## config.mk

```make
export PLATFORM = sky130hd
export DESIGN_NAME = rf_write_arbiter
export DESIGN_NICKNAME = d
export VERILOG_FILES = /design/src/rtl/rf_write_arbiter.sv
export SDC_FILE = /design/constraint.sdc
export NUM_CORES = 1
export LEC_CHECK = 0
export ABC_AREA = 1
export CORE_MARGIN = 3
export CORE_UTILIZATION = 49
export CTS_BUF_LIST = sky130_fd_sc_hd__clkbuf_16
export CTS_CLUSTER_DIAMETER = 50
export DETAILED_ROUTE_END_ITERATION = 8
export HOLD_SLACK_MARGIN = 0.02
export PLACE_DENSITY_LB_ADDON = 0.1
export SYNTH_ARGS = -nofsm -noshare
export SYNTH_HDL_FRONTEND = slang
export SYNTH_SLANG_ARGS = --single-unit
```

## constraint.sdc

```tcl
create_clock -name clk -period 4.2 [get_ports clk]
set_input_delay 0.84 -clock clk [delete_from_list [all_inputs] [get_ports clk]]
set_output_delay 0.84 -clock clk [all_outputs]
set_load 0.1 [all_outputs]
```

## src/rtl/rf_write_arbiter.sv

```systemverilog
// rf_write_arbiter: shares the register file's single write port between the
// WB stage, the exception unit and the multiply/divide unit.
// Fixed priority per cycle: WB > held exception > mult/div FIFO head.
// Port outputs are combinational so the register file captures them on negedge.
// Optional feature: define RFARB_STARVE_EN to enable the FIFO-head starvation
// guard (forces stall_req so ID bubbles drain WB and the head gets the port).
module rf_write_arbiter #(
  parameter int MD_DEPTH     = 2,
  parameter int STARVE_LIMIT = 8
) (
  input  logic        clk,
  input  logic        reset,
  input  logic        wb_wr,
  input  logic [4:0]  wb_addr,
  input  logic [31:0] wb_data,
  input  logic        exc_req,
  input  logic [4:0]  exc_addr,
  input  logic [31:0] exc_data,
  output logic        exc_ack,
  input  logic        md_valid,
  output logic        md_ready,
  input  logic [4:0]  md_addr,
  input  logic [31:0] md_data,
  input  logic [4:0]  id_rs,
  input  logic [4:0]  id_rt,
  output logic        stall_req,
  output logic        rf_wr,
  output logic [4:0]  rf_addr,
  output logic [31:0] rf_data
);

  localparam int PW = $clog2(MD_DEPTH);

  // Mult/div FIFO storage and pointers (extra MSB distinguishes full from empty)
  logic [4:0]  fifo_addr [MD_DEPTH];
  logic [31:0] fifo_data [MD_DEPTH];
  logic [PW:0] wr_ptr;
  logic [PW:0] rd_ptr;
  logic [PW:0] fifo_count;
  logic        fifo_empty;
  logic        fifo_full;

  // One-entry exception hold register
  logic        hold_valid;
  logic [4:0]  hold_addr;
  logic [31:0] hold_data;

  // Request decode and grants
  logic        wb_act;
  logic        exc_pend;
  logic [4:0]  exc_sel_addr;
  logic [31:0] exc_sel_data;
  logic        grant_wb;
  logic        grant_exc;
  logic        grant_md;
  logic        md_push;

  // Scoreboard
  logic [MD_DEPTH-1:0] entry_valid;
  logic [MD_DEPTH-1:0] rs_hit;
  logic [MD_DEPTH-1:0] rt_hit;
  logic                rs_pending;
  logic                rt_pending;
  logic                starve_stall;

  assign fifo_count = wr_ptr - rd_ptr;
  assign fifo_empty = (wr_ptr == rd_ptr);
  assign fifo_full  = (wr_ptr[PW] != rd_ptr[PW]) &&
                      (wr_ptr[PW-1:0] == rd_ptr[PW-1:0]);
  assign md_ready   = !fifo_full;

  // WB to $0 is not a request; an arriving exception bypasses the hold register
  assign wb_act       = wb_wr && (wb_addr != 5'd0);
  assign exc_pend     = exc_req || hold_valid;
  assign exc_sel_addr = exc_req ? exc_addr : hold_addr;
  assign exc_sel_data = exc_req ? exc_data : hold_data;

  // All grants are suppressed while reset is asserted so the port stays quiet
  assign grant_wb  = reset && wb_act;
  assign grant_exc = reset && !wb_act && exc_pend;
  assign grant_md  = reset && !wb_act && !exc_pend && !fifo_empty;

  // Results for $0 are accepted but never stored
  assign md_push = reset && md_valid && md_ready && (md_addr != 5'd0);

  assign exc_ack = grant_exc;

  // Drive the register file write port from the winning source
  always_comb begin
    rf_wr   = 1'b0;
    rf_addr = 5'd0;
    rf_data = 32'd0;
    if (grant_wb) begin
      rf_wr   = 1'b1;
      rf_addr = wb_addr;
      rf_data = wb_data;
    end else if (grant_exc) begin
      rf_wr   = 1'b1;
      rf_addr = exc_sel_addr;
      rf_data = exc_sel_data;
    end else if (grant_md) begin
      rf_wr   = 1'b1;
      rf_addr = fifo_addr[rd_ptr[PW-1:0]];
      rf_data = fifo_data[rd_ptr[PW-1:0]];
    end
  end

  // Per-entry occupancy and source-register match against queued destinations
  genvar gi;
  generate
    for (gi = 0; gi < MD_DEPTH; gi++) begin : g_sb
      localparam logic [PW-1:0] IDX = PW'(gi);
      logic [PW-1:0] offset;
      assign offset          = IDX - rd_ptr[PW-1:0];
      assign entry_valid[gi] = ({1'b0, offset} < fifo_count);
      assign rs_hit[gi]      = entry_valid[gi] && (fifo_addr[gi] == id_rs);
      assign rt_hit[gi]      = entry_valid[gi] && (fifo_addr[gi] == id_rt);
    end
  endgenerate

  assign rs_pending = (id_rs != 5'd0) &&
                      ((|rs_hit) || (hold_valid && (hold_addr == id_rs)));
  assign rt_pending = (id_rt != 5'd0) &&
                      ((|rt_hit) || (hold_valid && (hold_addr == id_rt)));

  assign stall_req = rs_pending || rt_pending || starve_stall;

`ifdef RFARB_STARVE_EN
  localparam int SW = $clog2(STARVE_LIMIT + 1);
  logic [SW-1:0] starve_cnt;

  // Count cycles the FIFO head waits; saturate at the limit, clear on pop
  always_ff @(posedge clk or negedge reset) begin
    if (!reset) begin
      starve_cnt <= '0;
    end else if (grant_md) begin
      starve_cnt <= '0;
    end else if (!fifo_empty && (starve_cnt != SW'(STARVE_LIMIT))) begin
      starve_cnt <= starve_cnt + 1'b1;
    end
  end

  // Stall from the STARVE_LIMIT-th consecutive wait cycle until the head pops
  assign starve_stall = !fifo_empty && (starve_cnt >= SW'(STARVE_LIMIT - 1));
`else
  assign starve_stall = 1'b0;
`endif

  // Pointer and hold-register state; pop/push/clear take effect at grant-cycle end
  always_ff @(posedge clk or negedge reset) begin
    if (!reset) begin
      wr_ptr     <= '0;
      rd_ptr     <= '0;
      hold_valid <= 1'b0;
      hold_addr  <= 5'd0;
      hold_data  <= 32'd0;
    end else begin
      if (md_push) begin
        wr_ptr <= wr_ptr + 1'b1;
      end
      if (grant_md) begin
        rd_ptr <= rd_ptr + 1'b1;
      end
      if (grant_exc) begin
        hold_valid <= 1'b0;
      end else if (exc_req) begin
        // A second request while one is held overwrites the older one
        hold_valid <= 1'b1;
        hold_addr  <= exc_addr;
        hold_data  <= exc_data;
      end
    end
  end

  // FIFO payload storage; validity comes solely from the pointers
  always_ff @(posedge clk) begin
    if (md_push) begin
      fifo_addr[wr_ptr[PW-1:0]] <= md_addr;
      fifo_data[wr_ptr[PW-1:0]] <= md_data;
    end
  end

endmodule
```

==> run metrics, run 1 <==
Vias/cell=5.21; Starting Density=50.7%; ant diodes=0; # clock sinks=116; setup bufs post-CTS=0; DRT Wirelength=18900 µm; HP Class=input port to asynchronous set/reset pin; Root Driver=clkbuf_16; RSZ-0062 raised after global routing=false; Initial DRC Count=472; met3 wire length=1460 µm; Final Wtd Congestion=0.981; Leak=3.93 nW; area taken by multi-input logic gates=0.00242 mm²; first-pass GRT wire length=30600 µm; Cell Rows=40; Period minus WS final=3.62 ns; I/O Buffers=166; syn_nets=908; fillers=935; total power=4.50 mW; share of cells above drive strength 1=10.1%; Slew @ Worst Pin=0.683 ns; total negative setup slack=0 ns; Detailed Place HPWL=13600 µm; final worst setup slack=0.581 ns; Final period util=86.2%; critical path arrival=2.78 ns; pwr/cell area=507 mW/mm²; Crit Path Class=flop to output pin; CTS tree=yes; initial antenna violation count=1; fin cells=1119; crit end category=output pin; max-slew violations=0; overall die height=118 µm; vias in the first global route=5806; Die Area=0.0140 mm²; routed vias=5827; Top Ports=167; total core area=0.0122 mm²; nets@finish=1067; GRT Residual Overflow=0; worst hold slack=0.459 ns; combinational power share=36.1%; # H-tree levels=4; WL met2=9760 µm; Layout Skew=0.00800 ns; Seq/Total Area, Yosys=53.1%; max-cap violations=0; register bit total from synthesis=116; Peak VDD IR=0.406 mV; Fin. Hold Viols=0; Sequential Power Share=33.7%; sw frac=38.5%; DRC=0; Worst-path clk slew=0.06 ns; status=complete, no violations; sw power=1.73 mW; area delta synth->final=43.9%; Resize count post-CTS=0; highest metal used=met5; average size of a mapped cell=7.91 µm²; Reg area=0.00327 mm²; die width=118 µm; Routed Antenna Nets=0; Clock Path Buffers=2; largest net degree at the start of global routing=75; routed length on met1=7550 µm; post-DR wirelength/cell=16.9 µm; placed insts=1087; relative max-transition margin=54.5%; Worst-Skew Late Latency=0.41 ns; crit start category=flop; TritonCTS buffer count=17; fmax=0.276 GHz; # hold bufs at CTS=0; Cells after Synth=779; final-report setup violation count=0; Mapped Area=0.00616 mm²; CP max FO=20; Clock Power Share=30.2%; GRT Overall Usage=28.1%; synth warn=0; pre-CTS setup slack=0.706 ns; Int Pwr=2.76 mW; Worst Path Required=3.36 ns; First-pass DRT Iterations=5; Distinct cells, synth=27
-- layout make-up --
class                           count  share of cell area [%]
Tap cell                          168                    2.37
Clock inverter                     15                    1.48
Multi-Input combinational cell    558                    27.3
Sequential cell                   116                    36.9
Inverter                           66                    2.79
Clock buffer                       17                    4.80
Timing Repair Buffer              179                    24.4
-- layout by cell type, fill, tap and decap left out --
cell type        instances
nand2_1                340
clkdlybuf4s50_1        123
nand3_1                 84
edfxtp_1                74
inv_1                   64
o21ai_0                 62
dfrtp_1                 41
buf_12                  41
nor2_1                  29
o21ai_1                 20
clkbuf_16               17
buf_4                   13
clkinv_4                 5
nand2_2                  4
nor2_4                   4
clkinv_1                 4
nor3_1                   3
ha_1                     3
inv_6                    3
nand3b_1                 2
xnor2_1                  2
xor2_1                   2
clkinvlp_4               2
buf_2                    2
inv_2                    1
nand4_1                  1
a31oi_1                  1
xor2_2                   1
clkinv_2                 1
bufinv_16                1
dfrtp_2                  1
-- logic make-up (layout without fill, tap and decap cells) --
family	Yosys count	after routing	share of synthesized area [%]
AO/OA/AOI/OAI	83	83	6.76
XOR/XNOR	5	5	0.833
buffers and inverters	105	277	8.00
flip-flops	116	116	53.1
AND/OR/NAND/NOR	467	467	30.7
adder cells (fa/ha/maj)	3	3	0.609
-- through the flow --
step | util, % | cell area (µm²)
after floorplan | - | 6160
after global placement | 68.3 | 8310
after detailed placement | 68.3 | 8310
after CTS | 72.9 | 8870
after global routing | 72.9 | 8870
final | 72.9 | 8870
-- state kept, by name (all words and copies together) (netlist names) --
signal	cells
rd_ptr	2
hold_addr	5
fifo_data	64
wr_ptr	2
hold_data	32
hold_valid	1
fifo_addr	10
-- worst max-delay path: stages (launching register included) --
cell and delay, ns:
dfrtp_2 0.56, clkinv_1 0.60, ha_1 0.43, inv_1 0.07, nand2_1 0.09, nand2_1 0.08, nor2_1 0.04, nand3_1 0.08
nand3_1 0.07, nand2_1 0.06, nand2_1 0.10, buf_12 0.18
-- Yosys cell counts --
cell type	n	area (µm²)
nand4_1	1	6.26
nand2_2	3	18.8
nand3b_1	2	15.0
clkinv_1	1	3.75
buf_4	2	15.0
nor2_2	1	6.26
xor2_1	2	17.5
buf_8	1	15.0
edfxtp_1	74	2220
buf_1	3	11.3
ha_1	3	37.5
buf_6	9	101
nand3_1	84	420
inv_1	64	240
inv_2	1	3.75
nor2_1	31	116
o21ai_0	62	310
nand2_1	341	1280
dfrtp_1	42	1050
buf_2	10	50.1
clkbuf_1	14	52.6
a31oi_1	1	6.26
xor2_2	1	16.3
xnor2_1	2	17.5
nor3_1	3	15.0
o21ai_1	20	100
nor2_4	1	11.3
-- layer usage --
layer | GRT usage (%) | vias to the layer above
met4 | 7.11 | 2
met3 | 7.89 | 24
li1 | - | 2830
met2 | 49.2 | 225
met5 | 0 | -
met1 | 34.1 | 2746
-- power by group through the flow --
stage / combinational, mW / sequential [mW] / clock, mW
final: 1.62 / 1.52 / 1.36
after CTS: 1.63 / 1.51 / 1.37
after global routing: 1.76 / 1.53 / 1.43
after global placement: 1.58 / 1.52 / 0
after detailed placement: 1.61 / 1.53 / 0
after floorplan: 1.07 / 1.49 / 0
-- worst paths after layout --
| kind | startpoint | slack (ns) | cells past startpoint | end |
|---|---|---|---|---|
| worst max-delay path | rd_ptr[0] | 0.58 | 11 | stall_req |
| worst max register to register | wr_ptr[0] | 1.63 | 6 | fifo_data[0][17] |
| min in group clk | hold_data[14] | 0.51 | 2 | hold_data[14] |
| max in group asynchronous | reset | 3.08 | 3 | hold_data[23] |
| worst min register to register | hold_data[14] | 0.51 | 2 | hold_data[14] |
| worst min-delay path | reset | 0.46 | 2 | hold_data[5] |
Note: power is estimated with default switching activity, not from simulation.
==> inputs of run 2 (changes only) <==
Settings changed: CORE_MARGIN 3 to not set, REMOVE_ABC_BUFFERS set to 1.
==> run 2 against run 1 <==
  * Clock skew fell by 0.0016 ns
  * Non-clock buffer count did not move
  * Worst setup slack improved by 0.085 ns
  * Critical path depth fell by 1
  * Die area fell by 6.7%
  * Global-route usage rose by 0.36 points
  * Register-to-register slack improved by 0.05 ns
  * Fmax rose by 2.4%
  * Clock power fell by 6%
  * Utilization rose by 0.37 points
  * Design area barely moved
  * Combinational power barely moved
  * Critical path type is now input port to output pin
  * Critical endpoint is now rf_data[14]
==> run metrics, run 2 (same netlist as run 1, synthesis figures left out) <==
status=complete, no violations; area taken by multi-input logic gates=0.00242 mm² (unchanged); nets@finish=1067 (unchanged); Leak=3.94 nW (+0.39%); crit start category=input port; Layout Skew=0.00645 ns (-0.00155 ns); Starting Density=50.9% (+0.21 points); crit path from=wb_addr[1]; Worst-path clk slew=0.05 ns (about the same); Root Driver=clkbuf_16; total power=4.42 mW (-1.7%); overall die height=114 µm (-3.4%); Period minus WS final=3.53 ns (-0.0846 ns); placed insts=1087 (unchanged); WL met2=8370 µm (-14%); worst hold slack=0.456 ns (-0.00350 ns); # H-tree levels=4 (unchanged); Worst Path Required=3.36 ns (about the same); Routed Antenna Nets=0 (unchanged); Reg area=0.00327 mm² (unchanged); # clock sinks=116 (unchanged); # hold bufs at CTS=0 (unchanged); GRT Residual Overflow=0 (unchanged); fillers=923 (-1.3%); CP max FO=17 (-15%); Final Util=73.3% (+0.37 points); initial antenna violation count=0 (-1); most common cell after layout, fill and taps aside=nand2_1; final-report setup violation count=0 (unchanged); area delta synth->final=44.0% (about the same); max-slew violations=0 (unchanged); routed vias=5727 (-1.7%); setup bufs post-CTS=0 (unchanged); Critical R2R Launch=wr_ptr[0]; Slew @ Worst Pin=0.730 ns (+0.0471 ns); relative max-transition margin=51.4% (-3.1 points); worst path buffer plus inverter count=3 (unchanged); pre-CTS setup slack=0.659 ns (-0.0467 ns); Placed Area=0.00835 mm² (+0.45%); crit end category=output pin; internal reg-to-reg setup slack=1.68 ns (+0.05 ns); HP Class=input port to asynchronous set/reset pin; critical path arrival=2.69 ns (-0.09 ns); TritonCTS buffer count=17 (unchanged); worst r2r dst=fifo_data[0][29]; final worst setup slack=0.665 ns (+0.0846 ns); Initial DRC Count=425 (-10%); Resize count post-CTS=0 (unchanged); DRT Wirelength=17200 µm (-9.2%); vias in the first global route=5754 (-0.90%); commonest non-fill, non-tap cells in the layout=nand2_1 (340), clkdlybuf4s50_1 (123), nand3_1 (84); DRC=0 (unchanged); met3 wire length=1210 µm (-17%); first-pass GRT wire length=28100 µm (-8.1%); final instance area=0.00887 mm² (about the same); total negative setup slack=0 ns (unchanged); First-pass DRT Iterations=6 (+1); fin cells=1119 (unchanged); Peak VDD IR=0.383 mV (-5.6%); Vias/cell=5.12 (-1.7%); die width=114 µm (-3.4%); Fin. Hold Viols=0 (unchanged); Crit Path Class=input port to output pin; max-cap violations=0 (unchanged); post-DR wirelength/cell=15.4 µm (-9.2%); RSZ-0062 raised after global routing=false; total core area=0.0121 mm² (-0.41%); Die Area=0.0130 mm² (-6.7%); routed length on met1=7350 µm (-2.6%); ant diodes=0 (unchanged); Worst-Skew Late Latency=0.41 ns (about the same); pwr/cell area=498 mW/mm² (-1.8%); I/O Buffers=166 (unchanged); Final period util=84.2% (-2.0 points); largest net degree at the start of global routing=75 (unchanged); max reg flops=64 (unchanged); GRT Overall Usage=28.4% (+0.36 points); max incr delay on CP=0.44 ns (-0.16 ns); Top Ports=167 (unchanged); share of cells above drive strength 1=9.78% (-0.32 points); Cell Rows=40 (unchanged); R2R depth=6 (unchanged); Crit path max-delay family=simple AND/OR/NAND/NOR gates; highest metal used=met4; crit-path cells=clkdlybuf4s50_1 > nor2_1 > nand3b_1 > nand2_2 > nand2_2 > nor2_4 > buf_12 > nand2_1 > nand3_1 > buf_12; Detailed Place HPWL=12000 µm (-12%); CTS tree=yes; Final Wtd Congestion=0.904 (-7.8%); CP max stage cell=clkdlybuf4s50_1; fmax=0.283 GHz (+2.4%); Clock Path Buffers=2 (unchanged)
run 2: per-layer routing:
layer	vias up	global-route usage (%)
li1	2830	-
met1	2647	37.1
met2	228	47.6
met3	22	5.24
met4	0	10.0
met5	-	0
run 2: area by class of cell:
type                       count  share of cell area, %
timing repair buffer         179                   24.8
tap                          168                   2.37
clock buffer                  17                   4.79
sequential                   116                   36.9
clock inverter                15                   1.16
inverter                      66                   2.79
multi-input combinational    558                   27.2
run 2: where the power goes:
part / switching [mW] / internal, mW
combinational: 1.10 / 0.549
sequential: 0.0725 / 1.41
clock: 0.490 / 0.793
run 2: how the worst max path moves through the flow:
stage          cells past startpoint  slack (ns)         endpoint
2_1_floorplan                      4       -0.27  fifo_addr[0][0]
3_3_place_gp                      10        0.69      rf_data[14]
3_5_place_dp                      10        0.66      rf_data[14]
4_1_cts                           10        0.65      rf_data[14]
5_1_grt                           10        0.48      rf_data[27]
6_report                          10        0.67      rf_data[14]
